<file path="src/rtl/hipass_pkg.sv">
// rtl/hipass_pkg.sv - shared lane-status encodings, FSM state type and code width
package hipass_pkg;

    localparam int CODE_W_DFLT = 4;

    localparam logic [1:0] EN_IDLE = 2'b00;
    localparam logic [1:0] EN_READ = 2'b01;
    localparam logic [1:0] EN_REJ  = 2'b10;
    localparam logic [1:0] EN_PASS = 2'b11;

    typedef enum logic [2:0] {
        ST_IDLE,
        ST_READ,
        ST_RECV,
        ST_CHECK,
        ST_PASS,
        ST_REJECT,
        ST_CLEAR
    } state_t;

endpackage

</file>
<file path="src/rtl/car_debounce.sv">
// rtl/car_debounce.sv - two-flop synchronizer and debounce counter for the vehicle sensor
module car_debounce #(
    parameter int DEBOUNCE = 4
) (
    input  logic clk,
    input  logic rst,
    input  logic car,
    output logic car_present
);

    localparam int CW = $clog2(DEBOUNCE + 1);

    logic          sync1_q, sync1_d;
    logic          sync2_q, sync2_d;
    logic [CW-1:0] cnt_q, cnt_d;
    logic          present_q, present_d;

    // Count consecutive cycles the synchronized sensor disagrees with the
    // debounced level; flip the level once the disagreement has lasted DEBOUNCE.
    always_comb begin
        sync1_d   = car;
        sync2_d   = sync1_q;
        cnt_d     = cnt_q;
        present_d = present_q;
        if (sync2_q == present_q) begin
            cnt_d = '0;
        end else if (cnt_q == CW'(DEBOUNCE)) begin
            present_d = ~present_q;
            cnt_d     = '0;
        end else begin
            cnt_d = cnt_q + CW'(1);
        end
    end

    // Synchronizer, counter and debounced level registers.
    always_ff @(posedge clk or negedge rst) begin
        if (!rst) begin
            sync1_q   <= 1'b0;
            sync2_q   <= 1'b0;
            cnt_q     <= '0;
            present_q <= 1'b0;
        end else begin
            sync1_q   <= sync1_d;
            sync2_q   <= sync2_d;
            cnt_q     <= cnt_d;
            present_q <= present_d;
        end
    end

    assign car_present = present_q;

endmodule

</file>
<file path="src/rtl/hipass_gate_ctrl.sv">
// rtl/hipass_gate_ctrl.sv - toll-lane front end: presence debounce, card frame receive, gate control
module hipass_gate_ctrl
    import hipass_pkg::*;
#(
    parameter int DEBOUNCE = 4,
    parameter int TIMEOUT  = 32,
    parameter int HOLD     = 16,
    parameter int CODE_W   = CODE_W_DFLT
) (
    input  logic              clk,
    input  logic              rst,
    input  logic              car,
    input  logic              card_rx,
    output logic [1:0]        en,
    output logic [CODE_W-1:0] hipass,
    output logic              gate_open
);

    // One counter serves as timeout, bit and hold counter; only one is live per state.
    localparam int CNT_A   = (TIMEOUT > HOLD) ? TIMEOUT : HOLD;
    localparam int CNT_MAX = (CNT_A > CODE_W + 2) ? CNT_A : CODE_W + 2;
    localparam int TW      = $clog2(CNT_MAX + 1);

    logic car_present;

    state_t              state_q, state_d;
    logic [TW-1:0]       tmr_q, tmr_d;
    logic [CODE_W+1:0]   sr_q, sr_d;
    logic [1:0]          en_q, en_d;
    logic [CODE_W-1:0]   hipass_q, hipass_d;
    logic                gate_q, gate_d;

    logic [CODE_W-1:0]   rx_code;
    logic                rx_par;
    logic                rx_stop;
    logic                frame_ok;

    car_debounce #(
        .DEBOUNCE    (DEBOUNCE)
    ) u_car_debounce (
        .clk         (clk),
        .rst         (rst),
        .car         (car),
        .car_present (car_present)
    );

    // Frame is shifted in LSB first from the top, so after CODE_W+2 bits the
    // stop bit sits at the MSB, parity below it and the code in the low bits.
    assign rx_code  = sr_q[CODE_W-1:0];
    assign rx_par   = sr_q[CODE_W];
    assign rx_stop  = sr_q[CODE_W+1];
    assign frame_ok = ~(^{rx_par, rx_code}) & rx_stop & (|rx_code);

    // Next state, counters, shift register and registered outputs.
    always_comb begin
        state_d  = state_q;
        tmr_d    = tmr_q;
        sr_d     = sr_q;
        hipass_d = hipass_q;
        en_d     = EN_IDLE;
        gate_d   = 1'b0;

        case (state_q)
            ST_IDLE: begin
                if (car_present) begin
                    state_d = ST_READ;
                    tmr_d   = '0;
                end
            end
            ST_READ: begin
                if (!car_present) begin
                    state_d = ST_CLEAR;
                end else if (!card_rx) begin
                    state_d = ST_RECV;
                    tmr_d   = '0;
                end else if (tmr_q == TW'(TIMEOUT - 1)) begin
                    state_d = ST_REJECT;
                    tmr_d   = '0;
                end else begin
                    tmr_d = tmr_q + TW'(1);
                end
            end
            ST_RECV: begin
                if (!car_present) begin
                    state_d = ST_CLEAR;
                end else begin
                    sr_d = {card_rx, sr_q[CODE_W+1:1]};
                    if (tmr_q == TW'(CODE_W + 1)) begin
                        state_d = ST_CHECK;
                    end else begin
                        tmr_d = tmr_q + TW'(1);
                    end
                end
            end
            ST_CHECK: begin
                if (!car_present) begin
                    state_d = ST_CLEAR;
                end else begin
                    hipass_d = rx_code;
                    tmr_d    = '0;
                    state_d  = frame_ok ? ST_PASS : ST_REJECT;
                end
            end
            ST_PASS: begin
                if (!car_present) begin
                    state_d = ST_CLEAR;
                end
            end
            ST_REJECT: begin
                if (tmr_q != TW'(HOLD - 1)) begin
                    tmr_d = tmr_q + TW'(1);
                end else if (!car_present) begin
                    state_d = ST_CLEAR;
                end
            end
            ST_CLEAR: begin
                state_d = ST_IDLE;
            end
            default: begin
                state_d = ST_IDLE;
            end
        endcase

        // The code is only meaningful while a result is shown.
        if (state_d != ST_PASS && state_d != ST_REJECT) begin
            hipass_d = '0;
        end

        case (state_d)
            ST_READ, ST_RECV, ST_CHECK: en_d = EN_READ;
            ST_PASS: begin
                en_d   = EN_PASS;
                gate_d = 1'b1;
            end
            ST_REJECT: en_d = EN_REJ;
            default:   en_d = EN_IDLE;
        endcase
    end

    // State, counter, shift register and output registers.
    always_ff @(posedge clk or negedge rst) begin
        if (!rst) begin
            state_q  <= ST_IDLE;
            tmr_q    <= '0;
            sr_q     <= '0;
            en_q     <= EN_IDLE;
            hipass_q <= '0;
            gate_q   <= 1'b0;
        end else begin
            state_q  <= state_d;
            tmr_q    <= tmr_d;
            sr_q     <= sr_d;
            en_q     <= en_d;
            hipass_q <= hipass_d;
            gate_q   <= gate_d;
        end
    end

    assign en        = en_q;
    assign hipass    = hipass_q;
    assign gate_open = gate_q;

endmodule

</file>
<file path="config.mk">
export PLATFORM = sky130hd
export DESIGN_NAME = hipass_gate_ctrl
export DESIGN_NICKNAME = d
export VERILOG_FILES = /design/src/rtl/hipass_pkg.sv /design/src/rtl/car_debounce.sv /design/src/rtl/hipass_gate_ctrl.sv
export SDC_FILE = /design/constraint.sdc
export NUM_CORES = 1
export LEC_CHECK = 0
export CAP_MARGIN = 20
export CORE_MARGIN = 4
export CORE_UTILIZATION = 46
export CTS_CLUSTER_SIZE = 16
export DETAILED_ROUTE_END_ITERATION = 7
export GPL_TIMING_DRIVEN = 1
export HOLD_SLACK_MARGIN = 0.03
export PLACE_DENSITY = 0.76
export SYNTH_ARGS = -nofsm -noshare
export SYNTH_HDL_FRONTEND = slang
export SYNTH_SLANG_ARGS = --single-unit
</file>
<file path="constraint.sdc">
create_clock -name clk -period 1.75 [get_ports clk]
set_input_delay 0.2625 -clock clk [delete_from_list [all_inputs] [get_ports clk]]
set_output_delay 0.2625 -clock clk [all_outputs]
set_load 0.01 [all_outputs]
</file>
Yosys cells after proc, flatten, opt, wreduce, memory -nomap -nowiden
Index checks and enable logic that the tools add are counted.

word-level totals
  register bits after elaboration = 28
  latch bits = 0
  memory bits (writable) = 0
  ROM bits = 0
  input port bits = 4
  output and inout bits = 7
  word-level logic and storage cells = 78
  memories kept = 0

operators by class
  add/subtract/negate cells = 2
  multiply operators = 0
  div/mod/pow operators = 0
  magnitude comparators = 0
  equality and inequality tests = 22
  shift-type cells = 0
  muxes and demuxes = 26
  bitwise gates (word level) = 5
  reductions and logical operators = 13

operators by type and width
  operator                                                                  count
  6-bit 2-to-1 mux                                                          7
  3-bit 2-to-1 mux                                                          10
  6-bit case mux with 4 select lines                                        1
  3-bit case mux with 6 select lines                                        1
  3-bit == test (second input constant)                                     5
  3-bit by 2-bit == test with 1-bit output (second input constant)          4
  4-bit 2-to-1 mux                                                          3
  6-bit by 1-bit adder with 6-bit output (second input constant)            1
  3-bit by 1-bit == test with 1-bit output (second input constant)          2
  6-bit by 3-bit == test with 1-bit output (second input constant)          1
  6-bit by 5-bit == test with 1-bit output (second input constant)          1
  2-bit by 1-bit inequality test with 1-bit output (second input constant)  3
  3-bit inequality test (second input constant)                             2
  6-bit by 4-bit inequality test with 1-bit output (second input constant)  1
  2-bit case mux with 3 select lines                                        1
  2-bit AND reduction                                                       3
  6-bit AND reduction                                                       1
  5-bit XOR reduction                                                       1
  2-bit inequality test (second input constant)                             2
  2-bit nonzero test                                                        2
  4-bit nonzero test                                                        1
  4-bit OR reduction                                                        1
  3-bit by 1-bit adder with 3-bit output (second input constant)            1
  3-bit zero test                                                           1
  other kinds (8)                                                           12

Logic depth before layout (Yosys ltp)
Gate-level depths: netlist of the first run.

  word-level depth = 11
  mapped depth = 7
  gate-level depth less buffers = 7

Modules after synthesis
Synthesis of the first run repeated with hierarchy kept, for this count alone.

unflattened totals
  cell total of the unflattened synthesis = 137
  area, all modules = 1514.0 um2

modules (own cells, without submodules)
  module            times used  cells each  area an instance (um2)  seq. area each (um2)
  hipass_gate_ctrl  1           119         1273.7                  550.5
  car_debounce      1           18          240.2                   150.1

Worst setup path before layout of the first run
No wires, ideal clock.

  path kind = reg-to-reg
  from = register tmr_q[0]
  to = register tmr_q[5]
  library setup time = 90 ps
  data arrival time = 1763 ps
  required time = 1660 ps
  setup slack = -103 ps
  cell stages (with the launch flop) = 7
  path buffers = 0
  period minus slack after synthesis = 1853 ps
  path through = dfrtp_1 -> ha_1 -> and4b_1 -> a311oi_1 -> a311oi_2 -> or4_1 -> o221ai_1

between the ends
  word-level cells in the longest chain between the ends = 5
  elaborated cells on any way between the ends = 14
  classes of those cells = add/sub (1); eq/ne (5); mux (7); reduce/logical (1)

ends and longest elaborated chain
  element                                                                                             RTL line                 source
  start, declared                                                                                     hipass_gate_ctrl.sv:27   logic [TW-1:0] tmr_q, tmr_d;
  start signal, assigned                                                                              hipass_gate_ctrl.sv:151  tmr_q <= tmr_d;
  6-bit by 1-bit adder with 6-bit output or 6-bit by 5-bit == test with 1-bit output (tied branches)  -
  6-bit 2-to-1 mux                                                                                    hipass_gate_ctrl.sv:76   end else if (tmr_q == TW'(TIMEOUT - 1)) begin
  6-bit 2-to-1 mux                                                                                    hipass_gate_ctrl.sv:73   end else if (!card_rx) begin
  6-bit 2-to-1 mux                                                                                    hipass_gate_ctrl.sv:71   if (!car_present) begin
  6-bit case mux with 4 select lines                                                                  hipass_gate_ctrl.sv:63   case (state_q)

Several ways; a longest one is shown, not always the timed one. The select of a mux whose other input is x is not followed.
A chain may end at the register's enable or synchronous reset.

Final worst setup path of the first run
  from = register tmr_q[1]
  to = register tmr_q[5]

Same word-level chain as after synthesis.

==> flow_metrics.py, run 1 <==
metrics = {
    "placed_design": {
        "placedCellCount": 209,
        "detailedPlacementHpwl_um": 2120,
        "globalplace.congestion": 0.872,
        "buffers_on_ports": 10,
    },
    "cts": {
        "clock_tree_from_tritoncts": "yes",
        "worst_setup_hold_path_clk_slew_ps": 140,
        "cts_inserted_buffers": 3,
        "cts.sinks": 28,
        "clock_insertion_delay_worst_skew_ps": 330,
        "clk_root_buffer_cell": "sky130_fd_sc_hd__clkbuf_4",
        "cts.htree.levels": 1,
        "clk_path_buf_depth": 2,
    },
    "synthesis": {
        "synth_area_per_cell_um2": 9.99,
        "post_synth_instance_area_um2": 1460,
        "synth-seq-cells": 28,
        "synth.largest_area_cell": "sky130_fd_sc_hd__dfrtp_1",
        "synth-edff-count": 0,
        "ys_dominant_reg_cell": "sky130_fd_sc_hd__dfrtp_1",
        "async_reset_ff_share_pct": 100,
        "syn-instance-count": 146,
        "yosysSeqAreaShare_pct": 48.0,
        "post_synth_num_cell_types": 41,
        "synth_fp_nets": 156,
        "synth_top_cells_by_area": "sky130_fd_sc_hd__dfrtp_1 48%, sky130_fd_sc_hd__ha_1 5.1%, sky130_fd_sc_hd__nor2_1 3.6%",
        "netlist.area_leader.share_pct": 48.0,
        "yosys_warnings": 0,
    },
    "floorplan": {
        "rows": 20,
        "die_x_um": 64.3,
        "placeableCoreArea_um2": 3050,
        "die_area_um2": 4140,
        "die_height_um": 64.3,
        "initial_utilization_pct": 47.8,
        "pin_count": 11,
    },
    "drt": {
        "avgViaCountPerCell": 5.30,
        "detail_route.drc_violations": 0,
        "via_count": 1161,
        "drt-total-wl_um": 2980,
        "drt-initial-drc-count": 51,
        "detail-route-antenna-nets": 0,
        "detail_route.first_pass.iterations": 4,
        "post_drt_wl_per_cell_um": 13.6,
    },
    "min_path": {
        "min-delay-path-class": "input pin to asynchronous set/reset pin",
    },
    "critical_path": {
        "endpoint_kind": "flip-flop",
        "worstPathMaxFanout": 7,
        "timing.critical_path.from_type": "flip-flop",
        "crit_type": "flip-flop to flip-flop",
        "timing.critical_path.arrival_ps": 2150,
        "worst-endpoint-required_ps": 2000,
    },
    "global_routing": {
        "remaining_overflow_grt": 0,
        "number_of_antenna_violations_at_the_first_check_in_global_routing": 0,
        "global_route_wire_length_before_repair_um": 4940,
        "track_usage_pct": 15.0,
        "grt_max_degree": 29,
        "grt_pass1_vias": 1130,
    },
    "finish": {
        "number_of_nets_in_the_finished_design": 186,
        "most-common-layout-cells": "28 x sky130_fd_sc_hd__dfrtp_1, 19 x sky130_fd_sc_hd__buf_4, 14 x sky130_fd_sc_hd__nor2_1, 12 x sky130_fd_sc_hd__inv_1, 11 x sky130_fd_sc_hd__nand2_1",
        "post_route_cells_drive_above_1_share_pct": 25.7,
        "area.growth.synth_to_final_pct": 27.8,
        "num-fill-cells": 283,
        "stdcell_count": 219,
        "n_antenna_cell": 0,
        "layout.cells.most_common": "sky130_fd_sc_hd__dfrtp_1",
    },
    "sta": {
        "slew_viol_final": 0,
        "slew_headroom_pct": 68.9,
        "holdWs_ps": 281,
        "worst_slew_pin_slew_ps": 466,
        "clock_skew_ps": 5.21,
        "rsz0062_at_grt": "yes",
        "setup_tns_ps": -266,
        "final_hold_viol_count": 0,
        "worst_slack_ps": -146,
        "fmax_mhz": 528,
        "final.period_utilization_pct": 108,
        "final_period_minus_worst_setup_slack_ps": 1900,
        "setup_violations": 4,
    },
    "flow_run": {
        "max_cap_viol_count": 0,
    },
    "outcome": {
        "violations": "negative setup slack",
        "outcome": "finished with violations",
    },
    "power": {
        "irDropWorstVdd_mv": 0.665,
        "power.static_leakage_uw": 0.000833,
        "power_per_cell_area_nw_per_um2": 1510,
    },
}
stage by stage:
stage,util [%],cell area [um2],total power (uW),setup WS (ps)
6_report,61.1,1860,2820,-146
5_1_grt,61.1,1860,3030,-225
4_1_cts,58.7,1790,2730,-122
3_5_place_dp,55.7,1700,2220,-148
3_3_place_gp,55.7,1700,2150,-54.8
2_1_floorplan,-,1470,1820,-14.9
power breakdown:
group	total [uW]	internal, uW	switching, uW
registers	990	830	160
clock network	424	232	192
logic	1410	718	691
total	2820	1780	1040
cell families after synthesis:
| family | share of synthesized area (%) |
|---|---|
| AOI/OAI and AO/OA | 13.8 |
| xor gates and xnor gates | 2.74 |
| adders and majority gates | 5.15 |
| buffers and inverters | 5.06 |
| DFF | 48.0 |
| muxes | 3.00 |
| and+or+nand+nor | 22.2 |
path summary, 6_finish.rpt:
kind | cells after the start | endpoint | from | slack, ps
max in group asynchronous | 2 | hipass[2] | rst | 1200
worst min-delay path | 2 | sr_q[1] | rst | 280
min in group clk | 1 | u_car_debounce.sync1_q | car | 360
worst max-delay path | 6 | tmr_q[5] | tmr_q[1] | -150
worst min register to register | 0 | u_car_debounce.sync2_q | u_car_debounce.sync1_q | 370
worst max register to register | 6 | tmr_q[5] | tmr_q[1] | -150
routing by layer:
layer  wire [um]  part of all wire, %  up-vias  GRT usage [%]
met5           0                    0        -              0
met4          37                  1.2        0           4.75
met3          94                  3.2        5           2.28
met2        1570                   53       22           27.6
met1        1280                   43      564           17.8
li1            -                    -      570              -
flip-flops by register name, summed over array words and instances, names as in the netlist:
register,count
u_car_debounce.sync1_q,1
gate_open,1
tmr_q,6
en,2
state_q,3
u_car_debounce.sync2_q,1
hipass,4
u_car_debounce.car_present,1
u_car_debounce.cnt_q,3
sr_q,6
Yosys cell counts (2+ instances only):
library cell	number
sky130_fd_sc_hd__nor3b_1	5
sky130_fd_sc_hd__a21o_1	2
sky130_fd_sc_hd__ha_1	6
sky130_fd_sc_hd__nand2b_1	2
sky130_fd_sc_hd__or3_1	2
sky130_fd_sc_hd__mux2_2	3
sky130_fd_sc_hd__nor2b_1	2
sky130_fd_sc_hd__and3_1	3
sky130_fd_sc_hd__a21oi_1	8
sky130_fd_sc_hd__nor4b_1	2
sky130_fd_sc_hd__dfrtp_1	28
sky130_fd_sc_hd__o21ai_0	10
sky130_fd_sc_hd__inv_1	12
sky130_fd_sc_hd__nor2_1	14
sky130_fd_sc_hd__o21ai_1	2
sky130_fd_sc_hd__a311oi_1	2
sky130_fd_sc_hd__buf_2	2
sky130_fd_sc_hd__clkbuf_1	2
sky130_fd_sc_hd__nand2_1	12
sky130_fd_sc_hd__nand3_1	5
sky130_fd_sc_hd__xnor2_1	2
area by class of cell:
type	instances	area, um2	share of cell area (%)
clock inverter	1	30.0	1.61
multi-input combinational	101	757	40.6
tap	44	55.1	2.95
clock buffer	3	22.5	1.21
inverter	12	45.0	2.42
sequential	28	701	37.6
timing repair buffer	30	254	13.6
repair_timing:
action                                  in CTS  in global routing
gates resized for setup                      3                 11
hold buffers                                 0                  0
endpoints found under the setup margin       6                 13
pin swaps                                    3                  2
setup buffers                                3                  3
endpoints found under the hold margin        0                  0
worst max-delay path: stages (launching register included):
cell,delay (ps)
sky130_fd_sc_hd__dfrtp_1,440
sky130_fd_sc_hd__ha_4,180
sky130_fd_sc_hd__and4b_1,190
sky130_fd_sc_hd__a311oi_2,320
sky130_fd_sc_hd__a311oi_4,100
sky130_fd_sc_hd__or4_1,490
sky130_fd_sc_hd__o221ai_1,90
No activity file was read; power rests on OpenSTA's default activity.
==> run 2: changes to the inputs <==
--- a/config.mk
+++ b/config.mk
@@ -10,6 +10,7 @@
 export CORE_UTILIZATION = 46
 export CTS_CLUSTER_SIZE = 16
 export DETAILED_ROUTE_END_ITERATION = 7
+export GPL_ROUTABILITY_DRIVEN = 0
 export GPL_TIMING_DRIVEN = 1
 export HOLD_SLACK_MARGIN = 0.03
 export PLACE_DENSITY = 0.76
==> results of run 2 <==
Final layout, timing and power as in run 1 (identical DEF).
==> run 3: changes to the inputs <==
--- a/config.mk
+++ b/config.mk
@@ -10,7 +10,7 @@
 export CORE_UTILIZATION = 46
 export CTS_CLUSTER_SIZE = 16
 export DETAILED_ROUTE_END_ITERATION = 7
-export GPL_ROUTABILITY_DRIVEN = 0
+export GPL_ROUTABILITY_DRIVEN = 1
 export GPL_TIMING_DRIVEN = 1
 export HOLD_SLACK_MARGIN = 0.03
 export PLACE_DENSITY = 0.76
==> results of run 3 <==
Final layout, timing and power as in run 1 (identical DEF).
